--- src/rtl/present_enc_ctrl.sv ---
// Iterative PRESENT-80 encryptor: one round per clock, key schedule in lock-step, start/busy/done handshake.
// Define PRESENT_RK_TAP_EN to expose the live round key and round index for cross-checking.
module present_enc_ctrl #(
  parameter int NUM_ROUNDS = 31,
  parameter int CTR_W      = 5
) (
  input  logic               clock,
  input  logic               reset,
  input  logic               start,
  input  logic [79:0]        key,
  input  logic [63:0]        data_in,
  output logic [63:0]        data_out,
  output logic               busy,
  output logic               done
`ifdef PRESENT_RK_TAP_EN
  ,
  output logic [63:0]        round_key,
  output logic [CTR_W-1:0]   round_idx
`endif
);

  typedef enum logic [1:0] {
    ST_IDLE  = 2'd0,
    ST_RUN   = 2'd1,
    ST_FINAL = 2'd2
  } fsm_e;

  localparam logic [CTR_W-1:0] LAST_CNT = CTR_W'(NUM_ROUNDS);
  localparam logic [CTR_W-1:0] CNT_ONE  = CTR_W'(1);

  fsm_e             fsm_q, fsm_d;
  logic [63:0]      state_q, state_d;
  logic [79:0]      key_q, key_d;
  logic [CTR_W-1:0] cnt_q, cnt_d;
  logic [63:0]      data_out_q, data_out_d;
  logic             busy_q, busy_d;
  logic             done_q, done_d;

  function automatic logic [3:0] sbox4(input logic [3:0] x);
    logic [3:0] y;
    case (x)
      4'h0: y = 4'hC;  4'h1: y = 4'h5;  4'h2: y = 4'h6;  4'h3: y = 4'hB;
      4'h4: y = 4'h9;  4'h5: y = 4'h0;  4'h6: y = 4'hA;  4'h7: y = 4'hD;
      4'h8: y = 4'h3;  4'h9: y = 4'hE;  4'hA: y = 4'hF;  4'hB: y = 4'h8;
      4'hC: y = 4'h4;  4'hD: y = 4'h7;  4'hE: y = 4'h1;  4'hF: y = 4'h2;
      default: y = 4'h0;
    endcase
    return y;
  endfunction

  function automatic logic [63:0] sbox_layer(input logic [63:0] s);
    logic [63:0] o;
    o = 64'd0;
    for (int n = 0; n < 16; n++) begin
      o[4*n +: 4] = sbox4(s[4*n +: 4]);
    end
    return o;
  endfunction

  function automatic logic [63:0] p_layer(input logic [63:0] s);
    logic [63:0] p;
    p = 64'd0;
    for (int i = 0; i < 63; i++) begin
      p[(i * 16) % 63] = s[i];
    end
    p[63] = s[63];
    return p;
  endfunction

  // rc is the low five bits of the round counter, XORed into key bits 19:15.
  function automatic logic [79:0] key_update(input logic [79:0] k, input logic [4:0] rc);
    logic [79:0] r;
    r          = {k[18:0], k[79:19]};
    r[79:76]   = sbox4(r[79:76]);
    r[19:15]   = r[19:15] ^ rc;
    return r;
  endfunction

  // Next-state and datapath selection for the IDLE/RUN/FINAL sequence.
  always_comb begin
    fsm_d      = fsm_q;
    state_d    = state_q;
    key_d      = key_q;
    cnt_d      = cnt_q;
    data_out_d = data_out_q;
    busy_d     = busy_q;
    done_d     = 1'b0;
    case (fsm_q)
      ST_IDLE: begin
        if (start) begin
          state_d = data_in;
          key_d   = key;
          cnt_d   = CNT_ONE;
          busy_d  = 1'b1;
          fsm_d   = ST_RUN;
        end else begin
          fsm_d   = ST_IDLE;
        end
      end
      ST_RUN: begin
        state_d = p_layer(sbox_layer(state_q ^ key_q[79:16]));
        key_d   = key_update(key_q, 5'(cnt_q));
        // Counter parks at NUM_ROUNDS on the exit edge so it never wraps.
        if (cnt_q == LAST_CNT) begin
          fsm_d = ST_FINAL;
        end else begin
          cnt_d = cnt_q + CNT_ONE;
        end
      end
      ST_FINAL: begin
        data_out_d = state_q ^ key_q[79:16];
        done_d     = 1'b1;
        busy_d     = 1'b0;
        fsm_d      = ST_IDLE;
      end
      default: begin
        fsm_d  = ST_IDLE;
        busy_d = 1'b0;
      end
    endcase
  end

  // State register with synchronous reset taking priority over any job in flight.
  always_ff @(posedge clock) begin
    if (reset) begin
      fsm_q      <= ST_IDLE;
      state_q    <= 64'd0;
      key_q      <= 80'd0;
      cnt_q      <= {CTR_W{1'b0}};
      data_out_q <= 64'd0;
      busy_q     <= 1'b0;
      done_q     <= 1'b0;
    end else begin
      fsm_q      <= fsm_d;
      state_q    <= state_d;
      key_q      <= key_d;
      cnt_q      <= cnt_d;
      data_out_q <= data_out_d;
      busy_q     <= busy_d;
      done_q     <= done_d;
    end
  end

  assign data_out = data_out_q;
  assign busy     = busy_q;
  assign done     = done_q;

`ifdef PRESENT_RK_TAP_EN
  assign round_key = key_q[79:16];
  assign round_idx = cnt_q;
`endif

endmodule

--- config.mk ---
export PLATFORM = sky130hd
export DESIGN_NAME = present_enc_ctrl
export DESIGN_NICKNAME = d
export VERILOG_FILES = /design/src/rtl/present_enc_ctrl.sv
export SDC_FILE = /design/constraint.sdc
export NUM_CORES = 1
export LEC_CHECK = 0
export CAP_MARGIN = 5
export CELL_PAD_IN_SITES_DETAIL_PLACEMENT = 1
export CELL_PAD_IN_SITES_GLOBAL_PLACEMENT = 1
export CORE_MARGIN = 5
export CORE_UTILIZATION = 44
export CTS_CLUSTER_DIAMETER = 200
export DETAILED_ROUTE_END_ITERATION = 10
export PLACE_DENSITY = 0.84
export SKIP_CTS_REPAIR_TIMING = 1
export SLEW_MARGIN = 20
export SYNTH_ARGS = -nofsm -noshare
export SYNTH_HDL_FRONTEND = slang
export SYNTH_SLANG_ARGS = --single-unit
--- constraint.sdc ---
create_clock -name clock -period 4.13 [get_ports clock]
set_input_delay 0.6195 -clock clock [delete_from_list [all_inputs] [get_ports clock]]
set_output_delay 0.6195 -clock clock [all_outputs]
set_load 0.01 [all_outputs]
Word level (Yosys, flattened, before mapping)
Memory sizes are Yosys's and may differ from the RTL's. A register that Yosys moved wholly into a read port is not among the register bits.
Index checks and enable logic that the tools add are counted.
{ "op_classes": {"n_addsub": 1, "n_eq_ne": 6, "n_mux": 15, "bitwise": 3, "n_reduce_logical": 5} }
{ "ops": {"columns": ["cell", "n"], "rows": [
  ["80-bit one-hot mux with 2 select lines", 1],
  ["64-bit one-hot mux with 2 select lines", 1],
  ["80-bit 2-to-1 mux", 1],
  ["64-bit 2-to-1 mux", 1],
  ["64-bit bitwise XOR", 1],
  ["5-bit 2-to-1 mux", 2],
  ["5-bit one-hot mux with 2 select lines", 1],
  ["4-bit 2-to-1 mux", 2],
  ["2-bit inequality test, second input constant", 3],
  ["5-bit by 1-bit adder with 5-bit output, second input constant", 1],
  ["5-bit == test, second input constant", 1],
  ["5-bit bitwise XOR", 1],
  ["2-bit one-hot mux with 2 select lines", 1],
  ["2-bit AND reduction", 2],
  ["1-bit 2-to-1 mux", 3],
  ["3-bit AND reduction", 1],
  ["2-bit by 1-bit == test with 1-bit output, second input constant", 1],
  ["2-bit == test, second input constant", 1],
  ["2-bit zero test", 1],
  ["2-bit 2-to-1 mux", 1],
  ["1-bit one-hot mux with 2 select lines", 1],
  ["2-bit nonzero test", 1],
  ["1-bit NOT", 1]
]} }
{ "totals": {"register_bits": 217, "mem_bits_ro": 1088, "input_bits": 147, "output_inout_bits": 66, "elab_cells": 54, "memories": 17} }
{ "mem_list": {"columns": ["memory", "depth", "word_bits", "read_ports", "rd_ports_with_merged_regs", "write_ports", "line_no", "rtl"], "rows": [
  ["(no name shown)", 16, 4, 1, 0, 0, "41", "case (x)"],
  ["(no name shown)", 16, 4, 1, 0, 0, "41", null],
  ["(no name shown)", 16, 4, 1, 0, 0, "41", null],
  ["(no name shown)", 16, 4, 1, 0, 0, "41", null],
  ["(no name shown)", 16, 4, 1, 0, 0, "41", null],
  ["(no name shown)", 16, 4, 1, 0, 0, "41", null],
  ["+11 memories", null, null, null, null, null, null, null]
]} }

Logic depth before layout (Yosys ltp)
Gate-level depths: netlist of the first run.
{ "logic_depth": {"depth_word": 5, "mapped_depth": 10} }

Least setup slack after synthesis of the first run
OpenSTA, ideal clock, no wires.
{ "synth_path": {"kind": "in2reg", "startpoint": "in reset", "endpoint": "reg with a tool-made name", "setup_time_ns": 0.117, "arrival_ns": 2.277, "required_time_ns": 4.013, "setup_slack_ns": 1.735, "path_stages": 7, "path_buffers": 3, "cell_sequence": "clkbuf_1 clkbuf_1 clkbuf_1 a21oi_1 ha_1 or3_1 a32o_1"} }
{ "synth_rtl": {"columns": ["element", "line_no", "rtl"], "rows": [
  ["from (decl)", "8", "input logic reset,"]
]} }

==> results of run 1 <==
==> layout by cell type, fill, tap and decap left out, types with 4 or more instances in the layout <==
cell                              synthesis  routed
sky130_fd_sc_hd__clkdlybuf4s50_1          0     211
sky130_fd_sc_hd__a221oi_1                16      16
sky130_fd_sc_hd__nand2_1                 92      92
sky130_fd_sc_hd__mux4_2                  28      28
sky130_fd_sc_hd__o21bai_1                51      51
sky130_fd_sc_hd__a221o_1                  6       6
sky130_fd_sc_hd__clkbuf_1                58       5
sky130_fd_sc_hd__xnor2_2                 33      33
sky130_fd_sc_hd__a311oi_1                20      20
sky130_fd_sc_hd__o211ai_1                21      21
sky130_fd_sc_hd__dfxtp_1                221     221
sky130_fd_sc_hd__mux4_1                   4       4
sky130_fd_sc_hd__mux2i_1                 38      38
sky130_fd_sc_hd__buf_4                    2      13
sky130_fd_sc_hd__clkbuf_16                0      25
sky130_fd_sc_hd__xnor2_1                 44      44
sky130_fd_sc_hd__o21ai_0                  6       6
sky130_fd_sc_hd__inv_1                   77      76
sky130_fd_sc_hd__o22ai_1                 72      72
sky130_fd_sc_hd__a222oi_1                 8       8
sky130_fd_sc_hd__a21oi_1                 94      94
sky130_fd_sc_hd__a211oi_1                81      81
sky130_fd_sc_hd__ha_1                    87      87
sky130_fd_sc_hd__nor3_1                  13      13
sky130_fd_sc_hd__xor2_1                   5       5
sky130_fd_sc_hd__a211o_1                  4       4
sky130_fd_sc_hd__clkinv_2                 0       5
sky130_fd_sc_hd__clkbuf_8                 0       4
sky130_fd_sc_hd__xor2_2                   5       5
sky130_fd_sc_hd__a22oi_1                  6       6
sky130_fd_sc_hd__nor2_1                 145     144
==> cells by family (layout without fill, tap and decap cells) <==
logic type / after synthesis / in the layout / synth area share (%)
AOI/OAI and AO/OA: 403 / 403 / 22.82
and+or+nand+nor: 266 / 266 / 8.620
DFF: 221 / 221 / 35.94
buffers and inverters: 181 / 349 / 6.017
adders and majority gates: 87 / 87 / 8.843
xor gates and xnor gates: 87 / 87 / 8.508
muxes: 72 / 72 / 9.250
==> flip-flops by register name, indices dropped and copies added, names as in the netlist, named ones only <==
signal    flops
key_q        80
data_out     64
done          1
cnt_q         5
busy          1
state_q      64
fsm_q         2
==> stage by stage <==
step | total power, mW | setup slack (ns) | util, %
CTS | 6.867 | 1.441 | 55.68
global placement | 4.461 | 1.082 | 52.68
detailed placement | 4.558 | 0.9625 | 52.68
finish | 6.875 | 1.424 | 55.69
floorplan | 3.870 | 1.735 | -
global route | 7.150 | 1.273 | 55.69
==> power by group <==
| group | total (mW) | leakage, nW | switching [mW] | internal (mW) |
|---|---|---|---|---|
| clock network | 2.30 | 0.413 | 0.932 | 1.37 |
| logic | 2.05 | 3.74 | 1.12 | 0.928 |
| registers | 2.52 | 1.82 | 0.223 | 2.30 |
==> routing by layer <==
layer	share of wire [%]	GRT usage, %	vias up
met2	46	45.43	464
met3	8.7	5.042	97
li1	-	-	5020
met1	41	36.50	5471
met5	0	0	-
met4	4.7	12.28	0
==> Yosys cell counts (all sizes together) (4+ instances only) <==
cell type	number
a211o	4
a211oi	81
a21oi	94
a221o	7
a221oi	17
a222oi	8
a22oi	7
a311oi	20
buf	44
clkbuf	58
dfxtp	221
ha	87
inv	79
mux2i	38
mux4	32
nand2	92
nor2	147
nor3	13
o211ai	21
o21ai	7
o21bai	52
o22ai	72
xnor2	77
xor2	10
==> worst max path at each step <==
| stage | start | end | depth (start not counted) | slack (ns) |
|---|---|---|---|---|
| 6_report | fsm_q[0] | register | 8 | 1.42 |
| 5_1_grt | fsm_q[0] | register | 8 | 1.27 |
| 4_1_cts | fsm_q[0] | register | 8 | 1.44 |
| 3_5_place_dp | start | register | 8 | 0.96 |
| 3_3_place_gp | start | register | 8 | 1.08 |
| 2_1_floorplan | reset | register | 7 | 1.74 |
==> tightest hold or removal path: cells and delay by family, from the launching register on <==
family,cells,cell delay [ns]
DFF,1,0.30
and+or+nand+nor,1,0.05
AOI/OAI and AO/OA,1,0.07
==> cell type report <==
class | count | area, um2
fillers | 3070 | 12280
multi-input cells | 915 | 7163
flip-flops and latches | 221 | 4424
repair buffers | 226 | 2241
clock buffers | 34 | 699.4
well taps | 378 | 473.0
inverters | 79 | 296.5
clock inverters | 10 | 132.6
==> impl_metrics.xml, run 1 <==
<?xml version="1.0" encoding="UTF-8"?>
<metrics>
  <group name="power_and_ir_drop">
    <metric name="power_leakage" unit="nW">5.967</metric>
    <metric name="cell_pwr_density" unit="mW/mm2">445.6</metric>
    <metric name="vdd_ir_drop_max" unit="mV">0.2283</metric>
  </group>
  <group name="final_layout">
    <metric name="finish.net_count" unit="">1702</metric>
    <metric name="final_layout_size_suffix_gt1_share" unit="%">9.158</metric>
    <metric name="design_area" unit="mm2">0.01543</metric>
    <metric name="insertedDiodeCount" unit="">0</metric>
    <metric name="area_growth" unit="%">25.35</metric>
    <metric name="final_cells" unit="">1863</metric>
  </group>
  <group name="clock_tree">
    <metric name="numClockSinks" unit="">221</metric>
    <metric name="cts_tree" unit="">built</metric>
    <metric name="clk_pin_slew" unit="ns">0.06</metric>
    <metric name="worst_skew_pair.late_latency" unit="ns">0.53</metric>
    <metric name="cts_inserted_buffers" unit="">25</metric>
    <metric name="clock_tree.htree_level_count" unit="">1</metric>
    <metric name="cts_root_buf" unit="">sky130_fd_sc_hd__clkbuf_16</metric>
    <metric name="ctsLongestPathBuffers" unit="">3</metric>
  </group>
  <group name="worst_setup_path">
    <metric name="crit_path_top_delay_cell" unit="">sky130_fd_sc_hd__dfxtp_1</metric>
    <metric name="path_depth_of_the_worst_reg2reg_path" unit="">8</metric>
    <metric name="worst_setup_path_start_kind" unit="">register</metric>
    <metric name="path_delay_family" unit="">simple AND/OR/NAND/NOR gates</metric>
    <metric name="crit_required" unit="ns">4.56</metric>
    <metric name="path_class" unit="">reg -&gt; reg</metric>
    <metric name="worst_path_largest_cell_delay" unit="ns">0.67</metric>
    <metric name="r2r_setup_slack" unit="ns">1.42</metric>
    <metric name="critical_path_buf_inv_count" unit="">1</metric>
    <metric name="timing.rr.start" unit="">fsm_q[0]</metric>
    <metric name="largest_fanout_of_any_net_on_the_critical_path" unit="">12</metric>
    <metric name="worst-endpoint-arrival" unit="ns">3.13</metric>
    <metric name="critPathCaptureType" unit="">register</metric>
    <metric name="path_cells" unit="">and2b_4 -&gt; a22oi_1 -&gt; a21boi_1 -&gt; nor2_1 -&gt; inv_1 -&gt; ha_1 -&gt; or3_1 -&gt; a32o_1</metric>
  </group>
  <group name="sta">
    <metric name="slew_at_the_pin_closest_to_its_max_slew_limit" unit="ns">0.9600</metric>
    <metric name="hold_violations" unit="">0</metric>
    <metric name="finalSetupTns" unit="ns">0</metric>
    <metric name="timing_max_transition_violations_final" unit="">0</metric>
    <metric name="setup_viol" unit="">0</metric>
    <metric name="rsz_0062_raised_after_global_routing" unit="">false</metric>
    <metric name="period_share" unit="%">65.51</metric>
    <metric name="fmax" unit="MHz">369.6</metric>
    <metric name="finClkSkew" unit="ns">0.01504</metric>
    <metric name="final.min_clock_period" unit="ns">2.706</metric>
    <metric name="rel_slew_slack" unit="%">36.00</metric>
    <metric name="worst_hold_slack" unit="ns">0.4592</metric>
  </group>
  <group name="floorplan">
    <metric name="floorplan.core_area" unit="mm2">0.02771</metric>
    <metric name="initial_core_util" unit="%">44.43</metric>
    <metric name="row_count" unit="">61</metric>
    <metric name="floorplan.die_area" unit="mm2">0.03142</metric>
    <metric name="boundaryPins" unit="">213</metric>
    <metric name="floorplan.die.width" unit="um">177.3</metric>
    <metric name="chipHeight" unit="um">177.3</metric>
  </group>
  <group name="routing">
    <metric name="avgViaCountPerCell" unit="">5.932</metric>
    <metric name="drt_pre_antenna_iters" unit="">5</metric>
    <metric name="final_antenna_net_count" unit="">0</metric>
    <metric name="wirelength" unit="um">45130</metric>
    <metric name="post_drt_wl_per_cell" unit="um">24.23</metric>
    <metric name="vias" unit="">11050</metric>
    <metric name="residual_drc" unit="">0</metric>
    <metric name="number_of_design_rule_violations_left_by_the_first_detailed_router_iteration" unit="">1149</metric>
  </group>
  <group name="global_routing">
    <metric name="antenna_found_initial" unit="">0</metric>
    <metric name="grt_max_degree" unit="">100</metric>
    <metric name="gr-usage-all-layers" unit="%">27.96</metric>
    <metric name="grt_pass1_wl" unit="um">67680</metric>
    <metric name="gr-total-overflow" unit="">0</metric>
    <metric name="first_global_vias" unit="">11550</metric>
  </group>
  <group name="synthesis">
    <metric name="yosys.cell_types.count" unit="">57</metric>
    <metric name="ys_top_cells_by_area" unit="">sky130_fd_sc_hd__dfxtp_1, sky130_fd_sc_hd__ha_1, sky130_fd_sc_hd__mux4_2, sky130_fd_sc_hd__a211oi_1, sky130_fd_sc_hd__nor2_1</metric>
    <metric name="yosysWarningCount" unit="">0</metric>
    <metric name="post_synth_top_area_share" unit="%">35.94</metric>
    <metric name="synth_edf_count" unit="">0</metric>
    <metric name="synth_area" unit="mm2">0.01231</metric>
    <metric name="ys_seq_elements" unit="">221</metric>
    <metric name="async_flop_share" unit="%">0</metric>
    <metric name="netlist_instances" unit="">1317</metric>
    <metric name="synth_area_per_cell" unit="um2">9.346</metric>
    <metric name="synth_nets" unit="">1551</metric>
    <metric name="postSynth.topFlopCell" unit="">sky130_fd_sc_hd__dfxtp_1</metric>
    <metric name="synth_largest_area_cell" unit="">sky130_fd_sc_hd__dfxtp_1</metric>
    <metric name="synth_seq_area_share" unit="%">35.94</metric>
  </group>
  <group name="run">
    <metric name="cap_violations" unit="">0</metric>
  </group>
  <group name="worst_hold_path">
    <metric name="whs_path_depth" unit="">2</metric>
    <metric name="worst_hold_path.endpoint" unit="">key_q[79]</metric>
    <metric name="min_path_type" unit="">reg -&gt; reg</metric>
  </group>
  <group name="place">
    <metric name="postPlaceCellArea" unit="mm2">0.01460</metric>
    <metric name="dpl.cell_count" unit="">1819</metric>
    <metric name="routabilityCongestion" unit="">0.8678</metric>
    <metric name="dp_hpwl" unit="um">32570</metric>
    <metric name="place.port_buffers" unit="">212</metric>
  </group>
  <group name="outcome">
    <metric name="run_status" unit="">finished, final reports clean</metric>
  </group>
</metrics>
No activity file was read; power rests on OpenSTA's default activity.
==> run 2, diff against run 1 <==
CORE_UTILIZATION = 37   (was 44)
PLACE_DENSITY = 0.75   (was 0.84)
clock period = 2.4 ns   (was 4.13 ns; I/O delays follow)
==> run 2 against run 1 <==
Against the previous run:
- via count decreased by 0.15%
- combinational power is 83% higher
- global-route usage is 4.0 points lower
- final area grew 4.2%
- die area up 18%
- fmax grew 18%
- register-to-register slack lost 1.3 ns
- sequential share of layout area fell by 1.2 points
- non-clock buffer count increased by 55
- first-iteration DRC count is 27% lower
- cell count up 6.6%
- clock power rose by 73%
==> impl_metrics.xml, run 2 (same netlist as run 1, synthesis figures left out) <==
<?xml version="1.0" encoding="UTF-8"?>
<metrics>
  <group name="power_and_ir_drop">
    <metric name="cell_pwr_density" unit="mW/mm2">749.5</metric>
    <metric name="cellInternalPower" unit="mW">8.092</metric>
    <metric name="part_of_the_power_in_combinational_logic" unit="%">31.1</metric>
    <metric name="power" unit="mW">12.05</metric>
    <metric name="p_switching" unit="mW">3.958</metric>
    <metric name="vdd_ir_drop_max" unit="mV">0.5639</metric>
    <metric name="power_leakage" unit="nW">6.295</metric>
    <metric name="seq_power_share" unit="%">35.9</metric>
    <metric name="power_switching_share" unit="%">32.85</metric>
    <metric name="p_clk_share" unit="%">33.0</metric>
  </group>
  <group name="worst_setup_path">
    <metric name="worst-endpoint-arrival" unit="ns">2.67</metric>
    <metric name="worst_path_largest_cell_delay" unit="ns">0.53</metric>
    <metric name="critical_path_buf_inv_count" unit="">1</metric>
    <metric name="path_cells" unit="">xnor2_1 -&gt; inv_1 -&gt; ha_1 -&gt; mux4_2 -&gt; nand2_1 -&gt; a211oi_1</metric>
    <metric name="crit_required" unit="ns">2.77</metric>
    <metric name="path_delay_family" unit="">multiplexers</metric>
    <metric name="critPathCaptureType" unit="">register</metric>
    <metric name="cp-startpoint" unit="">key_q[37]</metric>
    <metric name="largest_fanout_of_any_net_on_the_critical_path" unit="">6</metric>
    <metric name="path_class" unit="">reg -&gt; reg</metric>
    <metric name="worst_setup_path_start_kind" unit="">register</metric>
    <metric name="crit_path_top_delay_cell" unit="">sky130_fd_sc_hd__mux4_2</metric>
    <metric name="timing.rr.start" unit="">key_q[37]</metric>
  </group>
  <group name="sta">
    <metric name="rel_slew_slack" unit="%">43.80</metric>
    <metric name="timing_max_transition_violations_final" unit="">0</metric>
    <metric name="finalSetupTns" unit="ns">0</metric>
    <metric name="hold_violations" unit="">0</metric>
    <metric name="fmax" unit="MHz">435.5</metric>
    <metric name="period_share" unit="%">95.68</metric>
    <metric name="rsz_0062_raised_after_global_routing" unit="">false</metric>
    <metric name="finClkSkew" unit="ns">0.02048</metric>
    <metric name="setup_viol" unit="">0</metric>
    <metric name="final.min_clock_period" unit="ns">2.296</metric>
    <metric name="slew_at_the_pin_closest_to_its_max_slew_limit" unit="ns">0.8430</metric>
  </group>
  <group name="global_routing">
    <metric name="grtUsageMet3" unit="%">3.148</metric>
    <metric name="grt.met2_usage" unit="%">39.03</metric>
    <metric name="grt_use_met1" unit="%">33.31</metric>
    <metric name="grt_pass1_wl" unit="um">67790</metric>
    <metric name="first_global_vias" unit="">11310</metric>
    <metric name="gr-total-overflow" unit="">0</metric>
    <metric name="gr-usage-all-layers" unit="%">23.92</metric>
    <metric name="busiest_layer" unit="">met2</metric>
    <metric name="antenna_found_initial" unit="">0</metric>
    <metric name="grt_max_degree" unit="">148</metric>
  </group>
  <group name="clock_tree">
    <metric name="ctsLongestPathBuffers" unit="">3</metric>
    <metric name="clock_tree.htree_level_count" unit="">1</metric>
    <metric name="clk_pin_slew" unit="ns">0.06</metric>
    <metric name="cts_tree" unit="">built</metric>
    <metric name="numClockSinks" unit="">221</metric>
    <metric name="cts_inserted_buffers" unit="">26</metric>
    <metric name="worst_skew_pair.late_latency" unit="ns">0.54</metric>
    <metric name="cts_root_buf" unit="">sky130_fd_sc_hd__clkbuf_16</metric>
  </group>
  <group name="floorplan">
    <metric name="floorplan.die.width" unit="um">192.4</metric>
    <metric name="floorplan.core_area" unit="mm2">0.03270</metric>
    <metric name="row_count" unit="">66</metric>
    <metric name="boundaryPins" unit="">213</metric>
    <metric name="chipHeight" unit="um">192.4</metric>
    <metric name="floorplan.die_area" unit="mm2">0.03702</metric>
    <metric name="initial_core_util" unit="%">37.64</metric>
  </group>
  <group name="final_layout">
    <metric name="area_growth" unit="%">30.61</metric>
    <metric name="postLayoutCoreUtil" unit="%">49.16</metric>
    <metric name="number_of_fillers_in_the_final_layout" unit="">3750</metric>
    <metric name="multi_input_area" unit="mm2">0.007168</metric>
    <metric name="mostFrequentLayoutCells" unit="">sky130_fd_sc_hd__dfxtp_1, sky130_fd_sc_hd__clkdlybuf4s50_1, sky130_fd_sc_hd__nor2_1</metric>
    <metric name="final_cells" unit="">1986</metric>
    <metric name="final_layout_size_suffix_gt1_share" unit="%">12.76</metric>
    <metric name="most_common_cell_after_layout_fill_and_taps_aside" unit="">sky130_fd_sc_hd__dfxtp_1</metric>
    <metric name="finish.net_count" unit="">1758</metric>
    <metric name="max_flop_register" unit="">key_q</metric>
    <metric name="insertedDiodeCount" unit="">0</metric>
    <metric name="layout.area.seq" unit="mm2">0.004424</metric>
    <metric name="largest_register_ff_count" unit="">80</metric>
  </group>
  <group name="routing">
    <metric name="post_drt_wl_per_cell" unit="um">23.04</metric>
    <metric name="number_of_design_rule_violations_left_by_the_first_detailed_router_iteration" unit="">841</metric>
    <metric name="avgViaCountPerCell" unit="">5.556</metric>
    <metric name="residual_drc" unit="">0</metric>
    <metric name="wirelength" unit="um">45770</metric>
    <metric name="drt_pre_antenna_iters" unit="">5</metric>
    <metric name="final_antenna_net_count" unit="">0</metric>
    <metric name="vias" unit="">11040</metric>
  </group>
  <group name="place">
    <metric name="routabilityCongestion" unit="">0.8823</metric>
    <metric name="dpl.cell_count" unit="">1938</metric>
    <metric name="dp_hpwl" unit="um">34490</metric>
    <metric name="place.port_buffers" unit="">212</metric>
  </group>
  <group name="run">
    <metric name="cap_violations" unit="">0</metric>
  </group>
  <group name="worst_hold_path">
    <metric name="worstHoldStart" unit="">reset</metric>
    <metric name="min_path_type" unit="">in -&gt; reg</metric>
  </group>
  <group name="outcome">
    <metric name="run_status" unit="">finished, final reports clean</metric>
  </group>
</metrics>
run 2: cell types whose count changed in the layout (fill, tap and decap cells not counted), sizes merged:
| cell | change |
|---|---|
| clkinvlp | +2 |
| clkbuf | +3 |
| bufinv | -2 |
| buf | +55 |
| inv | -1 |
| clkinv | +2 |
run 2: worst paths after layout:
kind                               endpoint  slack (ns)  cells past startpoint
worst max-delay path            state_q[37]        0.10                      6
worst min register to register    key_q[79]        0.47                      2
worst max register to register  state_q[37]        0.10                      6
worst min-delay path               register        0.19                      3
run 2: power by group through the flow:
| stage | Clock (mW) | Combinational [mW] | Sequential (mW) |
|---|---|---|---|
| 2_1_floorplan | 0 | 2.42 | 4.24 |
| 3_3_place_gp | 0 | 3.57 | 4.38 |
| 3_5_place_dp | 0 | 3.71 | 4.39 |
| 4_1_cts | 4.05 | 3.74 | 4.31 |
| 5_1_grt | 4.21 | 4.04 | 4.34 |
| 6_report | 3.97 | 3.75 | 4.33 |
run 2: tightest hold or removal path, stage by stage:
cell and delay, ns:
sky130_fd_sc_hd__buf_6 0.12, sky130_fd_sc_hd__nor2_1 0.10, sky130_fd_sc_hd__a32o_1 0.12
run 2: area by class of cell:
type	count	area share, %
sequential	221	27.52
clock inverter	11	0.5292
inverter	79	1.844
clock buffer	37	4.872
tap	442	3.440
timing repair buffer	281	17.21
multi-input combinational	915	44.59
run 2: per-layer routing:
| layer | vias up | share of wire [%] | routed length (um) |
|---|---|---|---|
| met3 | 63 | 6.5 | 2956 |
| met5 | - | 0 | 0 |
| met4 | 0 | 2.7 | 1251 |
| met2 | 338 | 46 | 21150 |
| li1 | 5139 | - | - |
| met1 | 5495 | 45 | 20410 |
run 2: per-stage QoR:
stage / hold WS, ns / instance area [um2] / worst slack [ns]
3_5_place_dp: 0.4613 / 15200 / -0.07995
4_1_cts: 0.1672 / 16070 / 0.04539
5_1_grt: 0.1924 / 16080 / 0.003810
6_report: 0.1861 / 16080 / 0.1038
2_1_floorplan: 0.4404 / 12310 / 0.2141
3_3_place_gp: 0.4557 / 15200 / -0.06569
==> run 3, diff against run 2 <==
CORE_UTILIZATION = 35   (was 37)
PLACE_DENSITY = 0.72   (was 0.75)
==> run 3 against run 2 <==
Against the previous run:
- via count grew 0.45%
- die area up 5.4%
- worst hold slack got worse by 0.17 ns
- core utilization is 2.7 points lower
- first-iteration DRC count down 4.8%
- critical path type unchanged
- combinational power hardly changed
==> impl_metrics.xml, run 3 (same netlist as run 1, synthesis figures left out) <==
<?xml version="1.0" encoding="UTF-8"?>
<metrics>
  <group name="place">
    <metric name="dp_hpwl" unit="um">35040</metric>
    <metric name="place.port_buffers" unit="">212</metric>
    <metric name="postPlaceCellArea" unit="mm2">0.01520</metric>
    <metric name="dpl.cell_count" unit="">1950</metric>
    <metric name="routabilityCongestion" unit="">0.8720</metric>
    <metric name="preCtsSetupSlack" unit="ns">-0.08669</metric>
  </group>
  <group name="floorplan">
    <metric name="floorplan.die.width" unit="um">197.5</metric>
    <metric name="floorplan.die_area" unit="mm2">0.03902</metric>
    <metric name="chipHeight" unit="um">197.5</metric>
    <metric name="boundaryPins" unit="">213</metric>
    <metric name="initial_core_util" unit="%">35.55</metric>
    <metric name="floorplan.core_area" unit="mm2">0.03463</metric>
    <metric name="row_count" unit="">68</metric>
  </group>
  <group name="clock_tree">
    <metric name="ctsLongestPathBuffers" unit="">3</metric>
    <metric name="clk_pin_slew" unit="ns">0.06</metric>
    <metric name="numClockSinks" unit="">221</metric>
    <metric name="cts_tree" unit="">built</metric>
    <metric name="worst_skew_pair.late_latency" unit="ns">0.54</metric>
    <metric name="clock_tree.htree_level_count" unit="">1</metric>
    <metric name="cts_root_buf" unit="">sky130_fd_sc_hd__clkbuf_16</metric>
    <metric name="cts_inserted_buffers" unit="">26</metric>
  </group>
  <group name="worst_setup_path">
    <metric name="worst-endpoint-arrival" unit="ns">2.61</metric>
    <metric name="worst_path_largest_cell_delay" unit="ns">0.39</metric>
    <metric name="critPathCaptureType" unit="">register</metric>
    <metric name="path_cells" unit="">xnor2_1 -&gt; inv_1 -&gt; ha_1 -&gt; mux2i_1 -&gt; a221o_1 -&gt; o211ai_1 -&gt; a21oi_1</metric>
    <metric name="path_class" unit="">reg -&gt; reg</metric>
    <metric name="cp.depth" unit="">7</metric>
    <metric name="path_delay_family" unit="">compound AO/OA/AOI/OAI gates</metric>
    <metric name="crit_path_top_delay_cell" unit="">sky130_fd_sc_hd__a221o_1</metric>
    <metric name="largest_fanout_of_any_net_on_the_critical_path" unit="">3</metric>
    <metric name="critical_path_buf_inv_count" unit="">1</metric>
    <metric name="worst_setup_path_start_kind" unit="">register</metric>
    <metric name="path_depth_of_the_worst_reg2reg_path" unit="">7</metric>
    <metric name="crit_required" unit="ns">2.78</metric>
  </group>
  <group name="worst_hold_path">
    <metric name="min_path_type" unit="">in -&gt; reg</metric>
    <metric name="whs_path_depth" unit="">2</metric>
  </group>
  <group name="sta">
    <metric name="rsz_0062_raised_after_global_routing" unit="">false</metric>
    <metric name="finClkSkew" unit="ns">0.01343</metric>
    <metric name="slew_at_the_pin_closest_to_its_max_slew_limit" unit="ns">0.9018</metric>
    <metric name="setup_slack" unit="ns">0.1740</metric>
    <metric name="hold_violations" unit="">0</metric>
    <metric name="setup_viol" unit="">0</metric>
    <metric name="fmax" unit="MHz">449.2</metric>
    <metric name="period_share" unit="%">92.75</metric>
    <metric name="finalSetupTns" unit="ns">0</metric>
    <metric name="rel_slew_slack" unit="%">39.88</metric>
    <metric name="worst_hold_slack" unit="ns">0.01554</metric>
    <metric name="final.min_clock_period" unit="ns">2.226</metric>
    <metric name="timing_max_transition_violations_final" unit="">0</metric>
  </group>
  <group name="routing">
    <metric name="number_of_design_rule_violations_left_by_the_first_detailed_router_iteration" unit="">801</metric>
    <metric name="wirelength" unit="um">46960</metric>
    <metric name="final_antenna_net_count" unit="">0</metric>
    <metric name="post_drt_wl_per_cell" unit="um">23.53</metric>
    <metric name="avgViaCountPerCell" unit="">5.554</metric>
    <metric name="drt_pre_antenna_iters" unit="">5</metric>
    <metric name="residual_drc" unit="">0</metric>
    <metric name="vias" unit="">11090</metric>
  </group>
  <group name="global_routing">
    <metric name="grt_max_degree" unit="">163</metric>
    <metric name="first_global_vias" unit="">11310</metric>
    <metric name="grt_pass1_wl" unit="um">70040</metric>
    <metric name="gr-total-overflow" unit="">0</metric>
    <metric name="gr-usage-all-layers" unit="%">23.20</metric>
    <metric name="antenna_found_initial" unit="">0</metric>
  </group>
  <group name="power_and_ir_drop">
    <metric name="power" unit="mW">12.17</metric>
    <metric name="power_leakage" unit="nW">6.283</metric>
    <metric name="cell_pwr_density" unit="mW/mm2">756.8</metric>
    <metric name="vdd_ir_drop_max" unit="mV">0.5337</metric>
  </group>
  <group name="final_layout">
    <metric name="finish.net_count" unit="">1757</metric>
    <metric name="max_flop_register" unit="">key_q</metric>
    <metric name="final_cells" unit="">1996</metric>
    <metric name="final_layout_size_suffix_gt1_share" unit="%">12.39</metric>
    <metric name="area_growth" unit="%">30.60</metric>
    <metric name="insertedDiodeCount" unit="">0</metric>
    <metric name="largest_register_ff_count" unit="">80</metric>
    <metric name="mostFrequentLayoutCells" unit="">sky130_fd_sc_hd__dfxtp_1, sky130_fd_sc_hd__clkdlybuf4s50_1, sky130_fd_sc_hd__nor2_1</metric>
    <metric name="design_area" unit="mm2">0.01608</metric>
    <metric name="postLayoutCoreUtil" unit="%">46.42</metric>
    <metric name="most_common_cell_after_layout_fill_and_taps_aside" unit="">sky130_fd_sc_hd__dfxtp_1</metric>
  </group>
  <group name="outcome">
    <metric name="run_status" unit="">finished, final reports clean</metric>
  </group>
  <group name="run">
    <metric name="cap_violations" unit="">0</metric>
  </group>
</metrics>
## run 3: cell types whose count changed in the layout (fill, tap and decap cells not counted), sizes merged
cell      delta
bufinv       +2
clkinv       -2
clkinvlp     -2
buf          -1
## run 3: worst paths after layout
| kind | startpoint | end | slack, ns |
|---|---|---|---|
| worst max register to register | key_q[28] | state_q[51] | 0.17 |
| worst max-delay path | key_q[28] | state_q[51] | 0.17 |
| worst min register to register | register | key_q[79] | 0.46 |
| worst min-delay path | reset | key_q[15] | 0.02 |
## run 3: report_power, final
part	leakage, nW	switching [mW]	internal (mW)
sequential	1.82	0.372	3.96
combinational	4.04	1.99	1.77
clock	0.428	1.62	2.46
## run 3: area by class of cell
cell class	count	area, um2
clock buffer	37	743.2
sequential	221	4424
tap	455	569.3
inverter	79	296.5
multi-input combinational	915	7176
timing repair buffer	280	2746
fill	3899	18550
clock inverter	9	120.1
## run 3: routing by layer
metal  vias to the layer above  share of wire [%]  track usage, %
met5                         -                  0               0
met4                         0                2.8           6.835
met3                        62                6.3           2.968
met2                       379                 46           37.29
met1                      5510                 45           32.75
li1                       5134                  -               -
==> edit: new RTL, config.mk and constraints of run 1 <==
The 3 states of `fsm_e` get a one-hot encoding in 3 bits.
--- a/src/rtl/present_enc_ctrl.sv
+++ b/src/rtl/present_enc_ctrl.sv
@@ -19,10 +19,10 @@
 `endif
 );
 
-  typedef enum logic [1:0] {
-    ST_IDLE  = 2'd0,
-    ST_RUN   = 2'd1,
-    ST_FINAL = 2'd2
+  typedef enum logic [2:0] {
+    ST_IDLE  = 3'b001,
+    ST_RUN   = 3'b010,
+    ST_FINAL = 3'b100
   } fsm_e;
 
   localparam logic [CTR_W-1:0] LAST_CNT = CTR_W'(NUM_ROUNDS);
Function: no difference found for any inputs over 10 cycles, from zero or initial values and one cycle with reset high; not proved beyond that.
==> edit against run 1 <==
  * Clock skew is 0.00090 ns lower
  * Power shrank 5.8%
  * Setup slack got worse by 0.061 ns
  * Wire length decreased by 6.1%
  * Non-clock buffer count is 2 lower
  * Fmax down 2.2%
  * Via count fell by 2.2%
  * Synthesized area decreased by 2.8%
  * Sequential cell count is 1 higher
  * Count of clock-buffer cells in the layout up 2
  * Sequential share of layout area increased by 0.82 points
  * Final area decreased by 2.4%
==> edit: results (changes against run 1) <==
pwr:
  p_total_mw: 6.47  # -5.8%
  power.switching_mw: 2.04  # -10%
  pg_seq_mw: 2.47  # -2%
  ir_worst_vdd_mv: 0.228  # about the same
hold_path:
  whs_endpoint: "fsm_q[1]$_SDFFE_PP0P_"
route:
  viasPerCell: 5.90  # -0.48%
  top_layer_used: "met5"
  wl_met3_mm: 3.04  # -22%
  routed-wl-met2_mm: 20.0  # -4.0%
setup_path:
  critPathArrivalTime_ns: 3.18  # +0.05 ns
  slowest_stage: "xnor2_1"
  critPathMaxFanout: 6  # -6
  reg2reg_depth: 7  # -1
run_status:
  status: "finished, final reports clean"
cells_and_area:
  stdcell_count: 1830  # -1.8%
  fin_nets: 1708  # +0.35%
  final_util: 0.561  # +0.00369
  multi_input_area_um2: 6860  # -4.3%
  clock_buffers: 36  # +5.9%
  seq_cell_count: 222  # +0.45%
  signal_buffers: 224  # -0.88%
  clock_cell_area_share: 0.0556  # +0.00163
  non_clock_inverter_count: 64  # -19%
  regArea_um2: 4440  # +0.45%
die:
  die_width_um: 175  # -1.3%
sta:
  relSlewSlack: 0.304  # -0.0559
  fin_skew_ns: 0.0141  # -0.000899 ns
synth:
  syn_inst: 1319  # +0.15%
  seq_area_frac_synth: 0.371  # +0.0119
  ys_types: 51  # -11%
placement:
  place_ws_ns: 0.959  # -0.00367 ns
  dp_cells: 1788  # -1.7%
  gpl.final_weighted_congestion: 0.870  # +0.30%
  placed_cell_area_um2: 14200  # -2.5%
grt:
  grt_pass1_wl_mm: 64.2  # -5.1%
  grtUsageMet2: 0.448  # -0.00671
  use_met1: 0.353  # -0.0116
  first_global_vias: 11100  # -3.6%
## edit: cell types whose count changed after synthesis, sizes merged, moves of 21 or more
| cell | run 1 | this run |
|---|---|---|
| a21oi | 94 | 9 |
| nor3 | 13 | 88 |
| o21bai | 52 | 0 |
| a311oi | 20 | 52 |
| o211ai | 21 | 0 |
| nand2 | 92 | 141 |
| nor2 | 147 | 183 |
## edit: cell families (layout without fill, tap and decap cells)
kind of cell / after synthesis / in the layout / synth area share
buffers and inverters: 160 / 330 / 0.0581
XOR/XNOR: 88 / 88 / 0.0656
AND/OR/NAND/NOR: 451 / 451 / 0.165
multiplexers: 77 / 77 / 0.101
flip-flops: 222 / 222 / 0.371
AO/OA/AOI/OAI: 234 / 234 / 0.148
adder cells (fa/ha/maj): 87 / 87 / 0.0909
## edit: critical path, delay by kind of cell, from the launching register on
family,cells,cell delay (ns)
mux,1,0.10
simple gates,1,0.09
fa+ha+maj,1,0.38
compound gates,1,0.32
flops,1,0.38
buf+inv,1,0.21
xor+xnor,2,1.19
